<file path="config.mk">
export PLATFORM = sky130hd
export DESIGN_NAME = svm_duty_loader
export DESIGN_NICKNAME = d
export VERILOG_FILES = /design/src/rtl/svm_duty_loader.sv
export SDC_FILE = /design/constraint.sdc
export NUM_CORES = 1
export LEC_CHECK = 0
export CORE_ASPECT_RATIO = 1.25
export CORE_MARGIN = 8
export CORE_UTILIZATION = 50
export DETAILED_ROUTE_END_ITERATION = 8
export DONT_BUFFER_PORTS = 1
export MAX_ROUTING_LAYER = met4
export PLACE_DENSITY = 0.68
export SLEW_MARGIN = 20
export SYNTH_ARGS = -nofsm -noshare
export SYNTH_HDL_FRONTEND = slang
export SYNTH_SLANG_ARGS = --single-unit
</file>
<file path="constraint.sdc">
create_clock -name clk -period 6.1 [get_ports clk]
set_input_delay 0.915 -clock clk [delete_from_list [all_inputs] [get_ports clk]]
set_output_delay 0.915 -clock clk [all_outputs]
set_load 0.02 [all_outputs]
</file>
<file path="src/rtl/svm_duty_loader.sv">
// svm_duty_loader
// Double-buffered parameter loader for the symmetrical SVM pattern generator.
// The host fills shadow registers and commits them as one set. An accepted
// set is held in the staged bank and becomes active only on a period tick,
// so the generator never sees a half-updated pattern.
module svm_duty_loader #(
    parameter int            DW           = 10,
    parameter logic [DW-1:0] PERIOD       = 10'd1000,
    parameter logic [15:0]   TICK_TIMEOUT = 16'd50000
) (
    input  logic          clk,
    input  logic          rst,
    input  logic          wr_en,
    input  logic [2:0]    wr_addr,
    input  logic [DW-1:0] wr_data,
    input  logic          commit,
    input  logic          period_tick,
    output logic [DW-1:0] d1,
    output logic [DW-1:0] d2,
    output logic [DW-1:0] d3,
    output logic [DW-1:0] d4,
    output logic [7:0]    input_set,
    output logic [2:0]    dir,
    output logic          pending,
    output logic          commit_err,
    output logic          overrun,
    output logic          tick_lost,
    output logic [15:0]   update_count
);

    // Shadow bank (host-written) and staged bank (committed, not yet live)
    logic [DW-1:0] sh_d1, sh_d2, sh_d3, sh_d4;
    logic [7:0]    sh_iset;
    logic [2:0]    sh_dir;
    logic [DW-1:0] st_d1, st_d2, st_d3, st_d4;
    logic [7:0]    st_iset;
    logic [2:0]    st_dir;

    // Tick synchronizer and edge detector
    logic sync1, sync2, prev;
    logic tick_edge;

    // Timeout counter
    logic [15:0] tmo_cnt;

    // Commit qualification
    logic [DW+1:0] shadow_sum;
    logic          sum_ok;
    logic          accept;
    logic          apply;

    // Two guard bits keep the four-way sum from overflowing.
    assign shadow_sum = {2'b00, sh_d1} + {2'b00, sh_d2} + {2'b00, sh_d3} + {2'b00, sh_d4};
    assign sum_ok     = (shadow_sum <= {2'b00, PERIOD});
    assign accept     = commit & sum_ok;
    assign tick_edge  = sync2 & ~prev;
    assign apply      = tick_edge & pending;

    // Shadow register writes; addresses 6 and 7 fall through untouched
    always_ff @(posedge clk or posedge rst) begin
        // NOTE: non-blocking assignments in clocked blocks so every register
        // samples pre-edge values; this is what lets a same-cycle commit see
        // the old shadow contents while the write lands.
        if (rst) begin
            sh_d1   <= '0;
            sh_d2   <= '0;
            sh_d3   <= '0;
            sh_d4   <= '0;
            sh_iset <= '0;
            sh_dir  <= '0;
        end else if (wr_en) begin
            case (wr_addr)
                3'd0:    sh_d1   <= wr_data;
                3'd1:    sh_d2   <= wr_data;
                3'd2:    sh_d3   <= wr_data;
                3'd3:    sh_d4   <= wr_data;
                3'd4:    sh_iset <= wr_data[7:0];
                3'd5:    sh_dir  <= wr_data[2:0];
                default: ;
            endcase
        end
    end

    // Two-flop synchronizer for the divided-clock interrupt, plus edge history
    always_ff @(posedge clk or posedge rst) begin
        if (rst) begin
            sync1 <= 1'b0;
            sync2 <= 1'b0;
            prev  <= 1'b0;
        end else begin
            sync1 <= period_tick;
            sync2 <= sync1;
            prev  <= sync2;
        end
    end

    // Staged bank loads on every accepted commit; the latest commit wins
    always_ff @(posedge clk or posedge rst) begin
        if (rst) begin
            st_d1   <= '0;
            st_d2   <= '0;
            st_d3   <= '0;
            st_d4   <= '0;
            st_iset <= '0;
            st_dir  <= '0;
        end else if (accept) begin
            st_d1   <= sh_d1;
            st_d2   <= sh_d2;
            st_d3   <= sh_d3;
            st_d4   <= sh_d4;
            st_iset <= sh_iset;
            st_dir  <= sh_dir;
        end
    end

    // Active bank follows staged only at a period boundary
    always_ff @(posedge clk or posedge rst) begin
        if (rst) begin
            d1        <= '0;
            d2        <= '0;
            d3        <= '0;
            d4        <= '0;
            input_set <= '0;
            dir       <= '0;
        end else if (apply) begin
            d1        <= st_d1;
            d2        <= st_d2;
            d3        <= st_d3;
            d4        <= st_d4;
            input_set <= st_iset;
            dir       <= st_dir;
        end
    end

    // Handshake and sticky status flags
    always_ff @(posedge clk or posedge rst) begin
        if (rst) begin
            pending    <= 1'b0;
            commit_err <= 1'b0;
            overrun    <= 1'b0;
        end else begin
            // A commit in the same cycle as an apply re-arms pending.
            if (accept)
                pending <= 1'b1;
            else if (apply)
                pending <= 1'b0;

            if (commit && !sum_ok)
                commit_err <= 1'b1;

            // Replacing a staged set is only an overrun if it was never applied.
            if (accept && pending && !tick_edge)
                overrun <= 1'b1;
        end
    end

    // Applied-set counter; assigned every cycle so it always reflects its own
    // previous value plus the apply event, and wraps naturally at 16 bits
    always_ff @(posedge clk or posedge rst) begin
        if (rst)
            update_count <= '0;
        else
            update_count <= update_count + 16'(apply);
    end

    // Watchdog on the period tick: saturates at the limit and flags tick_lost
    always_ff @(posedge clk or posedge rst) begin
        if (rst) begin
            tmo_cnt   <= '0;
            tick_lost <= 1'b0;
        end else if (tick_edge) begin
            tmo_cnt   <= '0;
            tick_lost <= 1'b0;
        end else if (tmo_cnt != TICK_TIMEOUT) begin
            tmo_cnt <= tmo_cnt + 16'd1;
            if (tmo_cnt == TICK_TIMEOUT - 16'd1)
                tick_lost <= 1'b1;
        end
    end

endmodule

</file>
==> results of run 1 <==
cells in the final DEF, fill, tap and decap left out, types with 7 or more instances in the layout:
master,n
a21oi_1,9
fa_1,20
dfrtp_1,192
nand3_1,16
mux2_2,137
ha_1,15
inv_1,40
xnor2_1,14
clkbuf_16,17
nor2_1,32
xor2_1,16
nand4_1,7
o21ai_0,23
nand2_1,34
cell type report:
| class | instances | area [um^2] | area share |
|---|---|---|---|
| repair buffers | 5 | 70.07 | 0.007623 |
| inverters | 41 | 157.7 | 0.01715 |
| flip-flops and latches | 192 | 4805 | 0.5227 |
| multi-input cells | 367 | 3267 | 0.3554 |
| well taps | 220 | 275.3 | 0.02995 |
| clock inverters | 10 | 160.2 | 0.01742 |
| clock buffers | 20 | 456.7 | 0.04969 |
cells by family (layout without fill, tap and decap cells):
logic type                 after synthesis  count (layout)  share of synthesized area
buffers and inverters                   61              76                    0.03417
muxes                                  139             139                     0.1875
DFF                                    192             192                     0.5755
AOI/OAI and AO/OA                       44              44                    0.03102
xor gates and xnor gates                30              30                    0.03147
adders and majority gates               35              35                    0.07043
and+or+nand+nor                        119             119                    0.06999
where the power goes:
group | switching (uW) | leakage, uW | internal [uW]
logic | 803 | 0.00148 | 920
clock network | 463 | 0.000302 | 703
registers | 545 | 0.00236 | 1730
how the worst max path moves through the flow:
stage | startpoint | end | slack, ns | cells after the start
floorplan | sh_d1[1] | st_d1[0] | 2.14 | 13
global placement | sh_d1[1] | st_d2[9] | 1.68 | 12
detailed placement | sh_d1[1] | st_iset[1] | 1.49 | 12
CTS | sh_d1[1] | st_iset[1] | 1.48 | 12
global route | sh_d1[1] | st_iset[1] | 1.30 | 12
finish | sh_d1[1] | st_iset[0] | 1.55 | 12
layer usage:
metal,share of wire,global-route usage
met5,0,-
met4,0.030,0.08006
met3,0.071,0.05375
met2,0.50,0.2485
met1,0.40,0.1800
through the flow:
stage / total power, uW / cells
after floorplan: 3705 / 620
after global placement: 3941 / 824
after detailed placement: 4060 / 824
after CTS: 5240 / 854
after global routing: 5523 / 855
final: 5163 / 855
==> flow_summary.ini, run 1 <==
[global_routing]
antenna_found_initial = 0
grt_pass1_vias = 4862
grt_start_max_net_pins = 193
grt_overflow_total = 0
grt_usage = 0.1589
grt_pass1_wl_um = 25730

[sta]
report.final.slew_viol_count = 0
rsz0062_at_grt = no
fmaxAchievable_mhz = 219.9
clock_skew_ns = 0.01298
slew_headroom = 0.3068
setup_viol = 0
period_needed_ns = 4.548
fin_ws_ns = 1.552
fin_crit_sh = 0.7455
finalHoldViolCount = 0
whs_ns = 0.3746
fin_setup_tns_ns = 0
worst_pin_slew_ns = 1.036

[place]
dp_hpwl_um = 11000
gp_routability_congestion = 0.9230
io_buffers = 0
post-place-ws_ns = 1.490
dpl-instance-area_mm2 = 0.008542

[cts]
cts_buffers = 17
postCtsHoldBufs = 0
worstSkewPairLatency_ns = 0.43
cts_tree = built
clkSinkCount = 192
cts.clk_slew.worst_paths_ns = 0.07
cts_setup_buffers = 0
ctsResizeCount = 0
clock_path_buffers = 2
cts.root.buffer_cell = clkbuf_16
h-tree-depth = 4

[synth]
yosysMostFrequentCell = dfrtp_1
synth_top_area_share = 0.5755
seq_area_frac_synth = 0.5755
synth-async-reset-ratio = 1.000
synth_common_cells = dfrtp_1 (192), mux2_2 (137), inv_1 (41)
syn_nets = 673
ys_types = 42
yosysWarnings = 0
synth_top_cell_by_area = dfrtp_1
ys.flop_type = dfrtp_1
synth_cells = 620
synth_area_mm2 = 0.008349
syn_avg_cell_area_um2 = 13.47
ys_ff_latch = 192
yosys-top-cells-area = dfrtp_1 (58%), mux2_2 (18%), fa_1 (4.8%), ha_1 (2.2%), inv_1 (1.8%)
synth_edf_count = 0

[die]
die_x_um = 131.6
dieArea_mm2 = 0.02112
row_count = 53
start_util = 0.5036
core-area_mm2 = 0.01658
dieHeight_um = 160.5
num_io_pins = 89

[critical_path]
path_buf_inv = 1
crit_family = adder cells
r2r_start = sh_d1[1]
worstSetupEndpointType = register
crit_fanout = 53
path_cells = fa_1 -> fa_1 -> ha_1 -> inv_1 -> fa_1 -> nand2b_1 -> a21oi_1 -> o221ai_1 -> a32oi_1 -> o32a_2 -> nand4_4 -> mux2_1
worstPathRequired_ns = 6.41
reg2reg_setup_slack_ns = 1.55
max_stage_delay_ns = 0.72
crit_top_cell = fa_1
r2r-end = st_iset[0]
slowest_stage = nand4_4
start_kind = register
crit_type = register to register
worstPathArrival_ns = 4.85
worstRegToRegCells = 12

[detailed_routing]
dr.pass1.iters = 4
ant_nets = 0
wire_per_inst_um = 18.13
routed_wl_um = 15500
vias = 4601
drc = 0
vias_per_cell = 5.381
drtIter0Drc = 241

[finish]
final_core_util = 0.5544
fin_nets = 677
layout-drive-gt1-share = 0.2803
largestRegisters = tmo_cnt x16, update_count x16
syn_to_final_growth_pct = 10.09
fin_area_mm2 = 0.009191
nFillCells = 1369
antenna_cells = 0

[hold_path]
hold_start = sync2
worstHoldEndpoint = prev
holdCritPathClass = register to register
min_path_cells = 0

[pwr]
p_leak_uw = 0.004146
peakVddDrop_mv = 0.2697
powerDensity_mw_per_mm2 = 561.7

[job]
cap_violations = 0

[run_status]
status = completed
Note: power is estimated with default switching activity, not from simulation.
==> inputs of run 2 (changes only) <==
--- a/config.mk
+++ b/config.mk
@@ -11,7 +11,6 @@
 export DETAILED_ROUTE_END_ITERATION = 8
 export DONT_BUFFER_PORTS = 1
 export MAX_ROUTING_LAYER = met4
-export PLACE_DENSITY = 0.68
 export SLEW_MARGIN = 20
 export SYNTH_ARGS = -nofsm -noshare
 export SYNTH_HDL_FRONTEND = slang
==> constraint.sdc (replaced) <==
create_clock -name clk -period 4.2 [get_ports clk]
set_input_delay 0.63 -clock clk [delete_from_list [all_inputs] [get_ports clk]]
set_output_delay 0.63 -clock clk [all_outputs]
set_load 0.02 [all_outputs]
==> run 2 against run 1 <==
  * Register-to-register slack lost 1.4 ns
  * Worst hold slack worse by 0.15 ns
  * Critical path type unchanged
  * Largest power group unchanged
  * Global-route usage up 0.62 points
==> flow_summary.ini, run 2 (synthesis results as in run 1) <==
[die]
dieHeight_um = 160.5
die_x_um = 131.6
core-area_mm2 = 0.01658
start_util = 0.5036
num_io_pins = 89
dieArea_mm2 = 0.02112
row_count = 53

[run_status]
status = completed

[critical_path]
worstPathRequired_ns = 4.51
max_stage_delay_ns = 0.52
worstRegToRegCells = 15
crit_path_end = st_d4[3]
crit_cells = 15
slowest_stage = fa_1
crit_fanout = 7
path_cells = fa_1 -> fa_1 -> ha_2 -> inv_1 -> fa_2 -> nand2b_4 -> a21oi_2 -> nor2_1 -> or4_1 -> o32a_4 -> nand4_4 -> buf_12 -> buf_16 -> buf_12 -> mux2_2
start_kind = register
reg2reg_setup_slack_ns = 0.18
crit_family = adder cells
cp-startpoint = sh_d2[1]
worstPathArrival_ns = 4.33
r2r-end = st_d4[3]
crit_type = register to register
worstSetupEndpointType = register
r2r_start = sh_d2[1]
path_buf_inv = 4

[pwr]
p_switching_uw = 2833
power_frac_comb = 0.400
power_uw = 8059
seq_power_share = 0.410
internal_power_uw = 5226
powerDensity_mw_per_mm2 = 852.7
switching_share = 0.3516
clockPowerShare = 0.190
p_leak_uw = 0.004295
peakVddDrop_mv = 0.4582

[cts]
clkSinkCount = 192
h-tree-depth = 4
worstSkewPairLatency_ns = 0.43
cts.root.buffer_cell = clkbuf_16
cts_buffers = 17
cts.clk_slew.worst_paths_ns = 0.07
postCtsHoldBufs = 0
clock_path_buffers = 2
cts_tree = built

[sta]
clock_skew_ns = 0.007076
finalHoldViolCount = 0
slew_headroom = 0.4392
period_needed_ns = 4.020
fmaxAchievable_mhz = 248.7
worst_pin_slew_ns = 0.8395
setup_viol = 0
report.final.slew_viol_count = 0
fin_crit_sh = 0.9572

[job]
cap_violations = 0

[finish]
final_core_util = 0.5701
final_cell_mix = dfrtp_1 (192), mux2_2 (137), inv_1 (40)
largestRegisters = tmo_cnt x16, update_count x16
fin_nets = 694
layout-drive-gt1-share = 0.3067
final_common_cell = dfrtp_1
syn_to_final_growth_pct = 13.20
antenna_cells = 0

[global_routing]
grt_pass1_vias = 4869
grt_usage = 0.1651
grt_pass1_wl_um = 26300
antenna_found_initial = 0
grt_overflow_total = 0
grt_start_max_net_pins = 109

[detailed_routing]
drtIter0Drc = 215
drc = 0
vias = 4661
routed_wl_um = 16570
ant_nets = 0
wire_per_inst_um = 19.00
vias_per_cell = 5.345
dr.pass1.iters = 4

[hold_path]
holdCritPathClass = input port to async pin

[place]
gp_routability_congestion = 0.8450
dp_hpwl_um = 11580
io_buffers = 0
[run 2: cell types whose count changed in the layout (fill, tap and decap cells not counted), sizes merged]
cell    before  now
clkinv       4    6
clkbuf      20   23
bufbuf       0    1
buf          5   19
bufinv       4    1
[run 2: final cells by class]
| type | instances | area [um^2] |
|---|---|---|
| clock buffer | 21 | 480.5 |
| clock inverter | 9 | 83.83 |
| fill | 1380 | 7127 |
| inverter | 41 | 157.7 |
| multi-input combinational | 367 | 3292 |
| sequential | 192 | 4805 |
| tap | 220 | 275.3 |
| timing repair buffer | 22 | 357.8 |
[run 2: what timing repair did]
action                                 4_1_cts  5_1_grt
endpoints found under the hold margin        0        0
setup buffers                                2        8
gates cloned                                 2        2
setup endpoints to repair                   46       51
resized for setup                            2        7
pin swaps                                    2        5
[run 2: how the worst min path moves through the flow]
stage / startpoint / end / slack (ns) / depth (start not counted)
2_1_floorplan: sync1 / sync2 / 0.33 / 0
3_3_place_gp: sync1 / sync2 / 0.34 / 0
3_5_place_dp: sync1 / sync2 / 0.35 / 0
4_1_cts: period_tick / sync1 / 0.21 / 0
5_1_grt: period_tick / sync1 / 0.20 / 0
6_report: rst / prev / 0.23 / 1
[run 2: worst reg2reg max path: cells and delay by family, from the launching register on]
kind	cells	cell delay, ns
adder cells (fa/ha/maj)	4	1.55
flip-flops	1	0.41
buffers and inverters	4	0.45
AND/OR/NAND/NOR	4	0.72
multiplexers	1	0.32
AO/OA/AOI/OAI	2	0.46
[run 2: stage by stage]
step                hold slack (ns)  instances    TNS, ns  cell area, um^2  worst slack [ns]
global route                 0.2020        872  -0.003593             9452         -0.003593
CTS                          0.2070        862          0             9256          0.007163
floorplan                    0.3312        620          0             8353            0.2394
finish                       0.2286        872          0             9452            0.1799
global placement             0.3368        828          0             8597           0.08214
detailed placement           0.3457        828    -0.1141             8597          -0.01463
[run 2: routing by layer]
| layer | global-route usage | up-vias | share of wire |
|---|---|---|---|
| li1 | - | 2153 | - |
| met1 | 0.1754 | 2383 | 0.39 |
| met2 | 0.2761 | 98 | 0.51 |
| met3 | 0.05719 | 27 | 0.069 |
| met4 | 0.07064 | 0 | 0.026 |
| met5 | - | - | 0 |
[run 2: power by group through the flow]
stage / Sequential (uW) / Clock, uW / Combinational [uW]
2_1_floorplan: 3150 / 0 / 2230
3_3_place_gp: 3350 / 0 / 2470
3_5_place_dp: 3370 / 0 / 2600
4_1_cts: 3330 / 1580 / 2840
5_1_grt: 3400 / 1650 / 3520
6_report: 3300 / 1530 / 3220
==> RTL change: new RTL, settings of run 1 <==
Set the parameter `DW` to 11 (it was 10).
--- a/src/rtl/svm_duty_loader.sv
+++ b/src/rtl/svm_duty_loader.sv
@@ -4,7 +4,7 @@
 // set is held in the staged bank and becomes active only on a period tick,
 // so the generator never sees a half-updated pattern.
 module svm_duty_loader #(
-    parameter int            DW           = 10,
+    parameter int            DW           = 11,
     parameter logic [DW-1:0] PERIOD       = 10'd1000,
     parameter logic [15:0]   TICK_TIMEOUT = 16'd50000
 ) (
Interface: changed (5 resized); port bits go from 89 to 94. The function was not compared with the original's and may differ.
==> RTL change against run 1 <==
Final cell count increased by 5.5%. Wire length rose by 13%. Via count increased by 6.5%. Design area is 8.1% higher. Setup slack improved by 0.012 ns. Combinational power is 18% higher. Sequential cell count up 12. Fmax increased by 0.27%. Critical path depth stayed put. Total power up 9.3%. Synthesized area increased by 8.6%. Critical path type unchanged. Largest cell class unchanged.
==> RTL change: results (changes against run 1) <==
- GP Congestion: 0.8455 (-8.4%)
- Worst Path Arrival: 4.90 ns (+0.05 ns)
- Largest net degree at the start of global routing: 205 (+6.2%)
- Post-CTS Resized: 0 (unchanged)
- Crit-path max cell delay: 0.75 ns (+0.03 ns)
- Worst-Skew Late Latency: 0.49 ns (+0.06 ns)
- Met2 WL: 9.361 mm (+22%)
- Commonest cells post-synth: dfrtp_1, mux2_2, inv_1, mux2_4, nand2_1
- Status: finished clean
- Final net count: 720 (+6.4%)
- Lkg Pwr: 4.671 nW (+13%)
- Launch point of the worst hold path: sync1
- Vias in the first global route: 5,424 (+12%)
- CP Launch Point: sh_d2[1]
- PortBufs: 0 (unchanged)
- Synth Area in Compound Gates: 3.258% (+0.16 points)
- Met1 usage: 17.86% (-0.14 points)
- Routed wl met3: 1.214 mm (+11%)
- Most used DFF post-synth: dfrtp_1
- Seq/Total Area, Yosys: 56.32% (-1.2 points)
- Number of buffers inserted during clock tree synthesis: 21 (+4)
- Sequential cell area: 5105 um2 (+6.3%)
- Final HPWL DP: 12.37 mm (+12%)
- CTS Buffer Depth: 3 (+1)
- Met2 GRT Util: 28.60% (+3.7 points)
- Avg WL per Cell: 19.35 um (+6.8%)
- Fmax: 220.5 MHz (+0.27%)
- Critical Path Fanout Max: 56 (+5.7%)
- Peak supply drop: 0.4212 mV (+56%)
- Final wirelength: 17.46 mm (+13%)
- Reg-to-reg endpoint: st_d2[6]
- First-pass GRT wire length: 28.89 mm (+12%)
- Synthesized area per cell: 13.86 um2 (+2.9%)
- Synth Area in Adders: 7.068% (+0.025 points)
- Fillers: 1,442 (+5.3%)
- M1 wire length: 6.552 mm (+5.1%)
- Placed insts: 867 (+5.2%)
- Xor/xnor cell area share of the yosys netlist: 2.996% (-0.15 points)
- DRT iter0 DRCs: 173 (-28%)
- Final Hold Slack: 0.3467 ns (-0.02786 ns)
- Slowest cell on crit path: nand3_4
- Setup WS pre-CTS: 1.560 ns (+0.07013 ns)
- RR Startpoint: sh_d2[1]
- Ranking of synthesized cells by area: dfrtp_1, mux2_2, mux2_4
- Number of distinct library cells after synthesis: 44 (+4.8%)
- Worst hold path endpoint: sync2
- H-tree depth: 1 (-3)
- GRT Util Overall: 16.31% (+0.42 points)
- Antenna violations before repair: 0 (unchanged)
- Mux share of post-synthesis cell area: 20.10% (+1.4 points)
- Total vias in the final route: 4,898 (+6.5%)
- Relative slew margins: 30.13% (-0.55 points)
- Layout Skew: 0.008612 ns (-0.004368 ns)
- GR Layer Usage met3: 4.094% (-1.3 points)
- Syn Nets: 711 (+5.6%)
## RTL change: power by group
part | leakage (nW) | switching [mW] | total, mW | internal [mW]
combinational | 1.81 | 0.908 | 2.03 | 1.12
sequential | 2.55 | 0.575 | 2.39 | 1.82
clock | 0.317 | 0.487 | 1.22 | 0.733
## RTL change: cell families (layout without fill, tap and decap cells)
logic type / after synthesis / count (layout)
flops: 204 / 204
mux: 149 / 149
simple gates: 118 / 118
buf+inv: 69 / 89
compound gates: 45 / 45
fa+ha+maj: 38 / 38
xor+xnor: 31 / 31
## RTL change: cell type report
type	count	area share (%)
clock inverter	1	0.3023
tap	228	2.872
inverter	49	1.889
sequential	204	51.39
clock buffer	33	6.248
multi-input combinational	381	36.52
timing repair buffer	6	0.7810
## RTL change: worst max-delay path, delay by kind of cell, from the launching register on
family          cells  cell delay (ns)
compound gates      1             0.35
xor+xnor            1             0.15
fa+ha+maj           4             1.57
buf+inv             1             0.06
flops               1             0.44
mux                 1             0.60
simple gates        4             1.19
